### src/rtl/sequence_010_generator.sv
// Serial frame source for the 010 detector: shifts a latched pattern out MSB-first
// and keeps a saturating count of overlapping 010s. SEQ_GEN_LOOP_EN enables gapless frame repeat.
module sequence_010_generator #(
   parameter int unsigned WIDTH = 16,
   parameter int unsigned LEN_W = 5,
   parameter int unsigned CNT_W = 10
) (
   input  logic             clk,
   input  logic             rst,
   input  logic             start,
   input  logic [WIDTH-1:0] pattern,
   input  logic [LEN_W-1:0] len,
   input  logic             loop,
   output logic             x,
   output logic             valid,
   output logic             busy,
   output logic             done,
   output logic [CNT_W-1:0] exp_count
);

   typedef enum logic [1:0] {IDLE, SHIFT, FIN} state_t;

   state_t             state_q, state_d;
   logic [WIDTH-1:0]   sr_q, sr_d;
   logic [WIDTH-1:0]   pat_q, pat_d;
   logic [LEN_W-1:0]   len_q, len_d;
   logic [LEN_W-1:0]   rem_q, rem_d;
   logic [1:0]         hist_q, hist_d;
   logic [1:0]         hvld_q, hvld_d;
   logic [CNT_W-1:0]   cnt_q, cnt_d;

   logic [LEN_W-1:0]   eff_len;
   logic [WIDTH-1:0]   aligned;
   logic               cur_bit;
   logic               loop_req;

`ifdef SEQ_GEN_LOOP_EN
   assign loop_req = loop;
`else
   assign loop_req = loop & 1'b0;
`endif

   assign eff_len = (len > LEN_W'(WIDTH)) ? LEN_W'(WIDTH) : len;
   // Left-align the frame so the first bit to send always sits in the MSB.
   assign aligned = pattern << (LEN_W'(WIDTH) - eff_len);
   assign cur_bit = sr_q[WIDTH-1];

   always_ff @(posedge clk or negedge rst) begin
      if (!rst) begin
         state_q <= IDLE;
         sr_q    <= '0;
         pat_q   <= '0;
         len_q   <= '0;
         rem_q   <= '0;
         hist_q  <= '0;
         hvld_q  <= '0;
         cnt_q   <= '0;
      end else begin
         state_q <= state_d;
         sr_q    <= sr_d;
         pat_q   <= pat_d;
         len_q   <= len_d;
         rem_q   <= rem_d;
         hist_q  <= hist_d;
         hvld_q  <= hvld_d;
         cnt_q   <= cnt_d;
      end
   end

   always_comb begin
      state_d = state_q;
      sr_d    = sr_q;
      pat_d   = pat_q;
      len_d   = len_q;
      rem_d   = rem_q;
      hist_d  = hist_q;
      hvld_d  = hvld_q;
      cnt_d   = cnt_q;
      x       = 1'b0;
      valid   = 1'b0;
      busy    = 1'b0;
      done    = 1'b0;

      case (state_q)
         IDLE: begin
            if (start) begin
               cnt_d  = '0;
               hist_d = '0;
               hvld_d = '0;
               if (eff_len == '0) begin
                  state_d = FIN;
               end else begin
                  pat_d   = aligned;
                  sr_d    = aligned;
                  len_d   = eff_len;
                  rem_d   = eff_len;
                  state_d = SHIFT;
               end
            end
         end
         SHIFT: begin
            x     = cur_bit;
            valid = 1'b1;
            busy  = 1'b1;
            // hvld_q marks which history slots hold real frame bits, so no match spans a start.
            if (hvld_q == 2'b11 && hist_q == 2'b01 && !cur_bit && cnt_q != '1)
               cnt_d = cnt_q + 1'b1;
            hist_d = {hist_q[0], cur_bit};
            hvld_d = {hvld_q[0], 1'b1};
            sr_d   = sr_q << 1;
            rem_d  = rem_q - 1'b1;
            if (rem_q == LEN_W'(1)) begin
               if (loop_req) begin
                  sr_d  = pat_q;
                  rem_d = len_q;
               end else begin
                  state_d = FIN;
               end
            end
         end
         FIN: begin
            done    = 1'b1;
            state_d = IDLE;
         end
         default: state_d = IDLE;
      endcase
   end

   assign exp_count = cnt_q;

endmodule

### config.mk
export PLATFORM = sky130hd
export DESIGN_NAME = sequence_010_generator
export DESIGN_NICKNAME = d
export VERILOG_FILES = /design/src/rtl/sequence_010_generator.sv
export SDC_FILE = /design/constraint.sdc
export NUM_CORES = 1
export LEC_CHECK = 0
export BUFFER_PORTS_ARGS = -buffer_cell sky130_fd_sc_hd__buf_2
export CORE_UTILIZATION = 58
export DETAILED_ROUTE_END_ITERATION = 12
export GPL_ROUTABILITY_DRIVEN = 0
export PLACE_DENSITY = 0.91
export SLEW_MARGIN = 20
export SYNTH_ARGS = -nofsm -noshare
export SYNTH_HDL_FRONTEND = slang
export SYNTH_SLANG_ARGS = --single-unit
### constraint.sdc
create_clock -name clk -period 1.97 [get_ports clk]
set_input_delay 0.2955 -clock clk [delete_from_list [all_inputs] [get_ports clk]]
set_output_delay 0.2955 -clock clk [all_outputs]
set_load 0.1 [all_outputs]
Yosys cells after proc, flatten, opt, wreduce, memory -nomap -nowiden
Index checks and enable logic that the tools add are counted.

$add $sub $neg: 3. $lt $le $gt $ge: 1. Equal/unequal tests: 10. Shifts and indexed selects: 1. Mux-type cells: 20. Reduce and logical (&&, ||, !) cells: 11.

Operator list (count): two-way mux 16 bit (2); case mux 16 bit (2 select lines) (1); two-way mux 10 bit (2); case mux 10 bit (2 select lines) (1); << shifter 16 x 5 -> 16 bit (1); two-way mux 5 bit (3); case mux 2 bit (2 select lines) (3); adder 10 x 1 -> 10 bit (second input constant) (1); != test 10 bit (second input constant) (1); case mux 5 bit (2 select lines) (1); two-way mux 2 bit (4); != test 2 bit (second input constant) (4); AND reduction 3 bit (2); == test 5 x 1 -> 1 bit (second input constant) (1); > comparator 5 bit (second input constant) (1); zero test 5 bit (1); subtractor 5 x 1 -> 5 bit (second input constant) (1); subtractor 5 bit (first input constant) (1); == test 2 x 1 -> 1 bit (second input constant) (2); == test 2 bit (second input constant) (2); AND reduction 2 bit (2); logical AND 1 bit (3); two-way mux 1 bit (3); zero test 2 bit (1); other kinds (2) (2).

Bits in registers: 37. Bits of input ports: 25. Output and inout bits: 14. Logic and storage cells: 52.

Depth between registers and ports, before layout
Depth in word-level cells: 7. Mapped depth: 14. Mapped depth without buffers: 10.

Worst setup path before layout
OpenSTA, ideal clock, no wires.

Path type: register to output. Start: register state_q[1]. End: output valid. Arrival: 2312 ps. Data required time: 1674 ps. Setup slack: -638 ps. Stages on the path, launching flop included: 6. Path buffers: 3. Cells stage by stage: dfrtp_1 > nand2b_1 > buf_2 > inv_2 > clkbuf_1 > buf_4.

Cells in the longest elaborated chain, start to end: 2.

Ends and longest elaborated chain: start: declaration (RTL line 23) `state_t state_q, state_d;`; start signal: assignment (RTL line 59) `state_q <= state_d;`; == test 2 x 1 -> 1 bit; two-way mux 1 bit; end: declaration (RTL line 15) `output logic valid,`.

No other way between the ends.

Worst setup path in the final report
Start: input len[4]. End: register sr_q[15].

Cells in the longest elaborated chain, start to end: 7. Elaborated cells between the ends (all ways): 10. Classes of those cells: 1 x add/sub; 1 x order compare; 1 x eq/ne; 1 x shift; 4 x mux; 2 x reduce/logical.

Ends and longest elaborated chain: start: declaration (RTL line 12) `input logic [LEN_W-1:0] len,`; > comparator 5 bit (RTL line 43) `assign eff_len = (len > LEN_W'(WIDTH)) ? LEN_W'(WIDTH) : len;`; two-way mux 5 bit * (RTL line 43); subtractor 5 bit (RTL line 45) `assign aligned = pattern << (LEN_W'(WIDTH) - eff_len);`; << shifter 16 x 5 -> 16 bit (RTL line 45); two-way mux 16 bit (RTL line 90) `if (eff_len == '0) begin`; two-way mux 16 bit (RTL line 86) `if (start) begin`; case mux 16 bit (2 select lines) (RTL line 84) `case (state_q)`; end signal: assignment (RTL line 60) `sr_q <= sr_d;`; end: declaration (RTL line 24) `logic [WIDTH-1:0] sr_q, sr_d;`.

Mark *: on every way between the ends. The rest lies on a longest branch, timed or not. The select of a mux whose other input is x is not followed. A chain may end at the register's enable or synchronous reset.

==> reports/qor.txt <==
Final Util = 79.81%
PD cells = 1195 nW/µm²
Fin cells = 447
Worst Hold Class = in -> reg
VDD IR max = 705.0 µV
Detail Route Antenna Nets = 0
Final Power = 4.268 mW
TritonCTS clock tree = built
Final Slew Violations = 0
Area contributors post-synth = dfrtp_1 33%, mux2i_1 7.9%, nor2_1 5.3%
FF-to-FF Start = exp_count[0]
Critical Path Source = len[4]
Fin worst setup slack = 0.009747 ns
Placed instance area = 3392 µm²
Drt wl/cell = 16.88 µm
Hold Path Depth = 2
Overall routed net length = 7546 µm
Syn avg cell area = 8.566 µm²
N_diodes = 0
Port bufs = 37
Switch share = 44.63%
DRC violations left = 2
Commonest cells post-synth = 39 x nor2_1, 37 x dfrtp_1, 28 x nand2_1, 22 x mux2i_1, 22 x o21ai_0
Failing checks = design-rule violations
Dominant cell type by area after synthesis = dfrtp_1
Skew-Pair Late Insertion Delay = 0.30 ns
# H-tree levels = 2
Post-Syn Area = 2784 µm²
Top FF cell, synth = dfrtp_1
Fin Hold WS = 0.3227 ns
DR vias/cell = 6.383
Max Cap Viol = 0
R2R Setup Slk = 0.22 ns
Crit Path Max Fanout = 8
DRT iter0 DRCs = 229
Fillers = 280
Number of global-route vias before repair = 2679
Setup crit end kind = flip-flop
Clock network power share = 15.1%
Post-synth EDFFs = 0
Die width = 71.28 µm
Leak pwr = 1.567 nW
Area Overhead vs Synth = 28.27%
Total CTS buffers = 5
Grt ovf = 0
Pint = 2.363 mW
R2R cell count = 6
Setup tns final = 0 ns
Fraction of layout cells with a size suffix above 1 = 34.43%
Effective utilization at floorplan = 62.22%
Gr usage total = 31.13%
Final Hold Violating Endpoints = 0
Setup violators final = 0
Hold_sp = len[2]
Design Area, Final = 3571 µm²
Cell count after synthesis = 325
Sequential area share after synthesis = 33.26%
Clock Path Buffers = 2
CTS Root Cell = clkbuf_8
RSZ-0062 raised after global routing = yes
Die area = 5081 µm²
Synth Warn # = 0
Measured slew at the worst slew-check pin = 0.4948 ns
Wire length of the first global-routing pass = 12380 µm
Comb pwr share = 55.9%
Largest net degree at the start of global routing = 18
Crit path launch type = input port
Period utilization = 99.51%
CTS sink cnt = 37
Most frequent cell after synthesis = nor2_1
Final Critical Period = 1.960 ns
Initial antenna violation count = 0
FP Rows = 24
Asr flop ratio synth = 100.0%
Status = finished with violations
Layout net count = 424
Critical path required time = 2.14 ns
Placeable Area = 4474 µm²
Syn_nets = 355
CP Class = in -> reg
DR vias = 2853
Sw Pwr = 1.905 mW
Synth top area share = 33.26%
Dpl ws = -0.2934 ns
Die height = 71.28 µm
Relative slew slack = 66.83%
Maximum clock frequency = 510.1 MHz
DP Cell Count = 436
Worst-path clk slew = 0.07 ns
Worst-case clock skew = 0.009769 ns
WP data arrival = 2.13 ns
Seq pwr share = 29.0%
Pre-antenna DRT Iters = 9
Yosys reg bits = 37
Distinct cell type count after synthesis = 60
Top-level I/O count = 39
Dpl hpwl = 5615 µm
-- cells by family after synthesis --
kind of cell | count (synthesis) | synth area share [%]
AOI/OAI and AO/OA | 86 | 20.23
xor gates and xnor gates | 7 | 2.202
adders and majority gates | 5 | 2.247
buffers and inverters | 28 | 5.393
DFF | 37 | 33.26
muxes | 32 | 12.76
and+or+nand+nor | 130 | 23.91
-- cell type report --
| type | count | area [µm²] | share of cell area (%) |
|---|---|---|---|
| repair buffers | 81 | 563.0 | 15.77 |
| clock buffers | 6 | 72.57 | 2.032 |
| clock inverters | 2 | 35.03 | 0.9811 |
| well taps | 52 | 65.06 | 1.822 |
| flip-flops and latches | 37 | 937.1 | 26.24 |
| multi-input cells | 260 | 1857 | 52.00 |
| inverters | 9 | 41.29 | 1.156 |
-- state kept, by name, summed over array words and instances (netlist names) --
name and count:
exp_count 10, hvld_q 2, hist_q 2, sr_q 16, rem_q 5, state_q 2
-- placed cells by master (no fill, tap or decap), drive strengths merged, types with 4 or more instances in the layout --
| cell type | count |
|---|---|
| mux2 | 8 |
| nor2b | 7 |
| nand3 | 11 |
| ha | 5 |
| nor4 | 5 |
| mux2i | 22 |
| a21oi | 20 |
| xnor2 | 7 |
| a22oi | 10 |
| buf | 80 |
| o211ai | 5 |
| nand2b | 6 |
| nand4 | 4 |
| nor2 | 40 |
| clkbuf | 6 |
| nor3 | 11 |
| dfrtp | 37 |
| nand2 | 28 |
| inv | 9 |
| a31oi | 4 |
| o21ai | 23 |
-- what timing repair did --
item	CTS	global route
endpoints found under the setup margin	0	6
setup buffers	0	2
hold endpoints to repair	15	0
hold buffers	1	0
gates resized for setup	0	11
-- power groups by stage --
stage / combinational (mW) / clock, mW / sequential, mW
after floorplan: 1.63 / 0 / 1.26
after global placement: 2.22 / 0 / 1.22
after detailed placement: 2.30 / 0 / 1.24
after CTS: 2.32 / 0.649 / 1.23
after global routing: 2.56 / 0.683 / 1.27
final: 2.39 / 0.643 / 1.24
-- critical path, cell delays in order --
cell,delay [ns]
buf_2,0.13
nand2b_1,0.20
ha_4,0.36
mux2_2,0.36
mux2i_1,0.20
or2_1,0.19
a2111oi_2,0.08
or3_1,0.30
-- per-layer routing --
layer	part of all wire (%)	global-route usage [%]	vias up
met5	0	0	-
li1	-	-	1329
met4	2.6	12.67	0
met2	52	53.86	131
met3	5.3	6.048	26
met1	40	38.28	1367
-- path summary, 6_finish.rpt --
check / end
worst max-delay path: sr_q[15]
worst min-delay path: rem_q[2]
worst max register to register: exp_count[2]
worst min register to register: hvld_q[0]
max in group asynchronous: sr_q[11]
min in group asynchronous: exp_count[9]
Power figures use the tool's default switching activity.
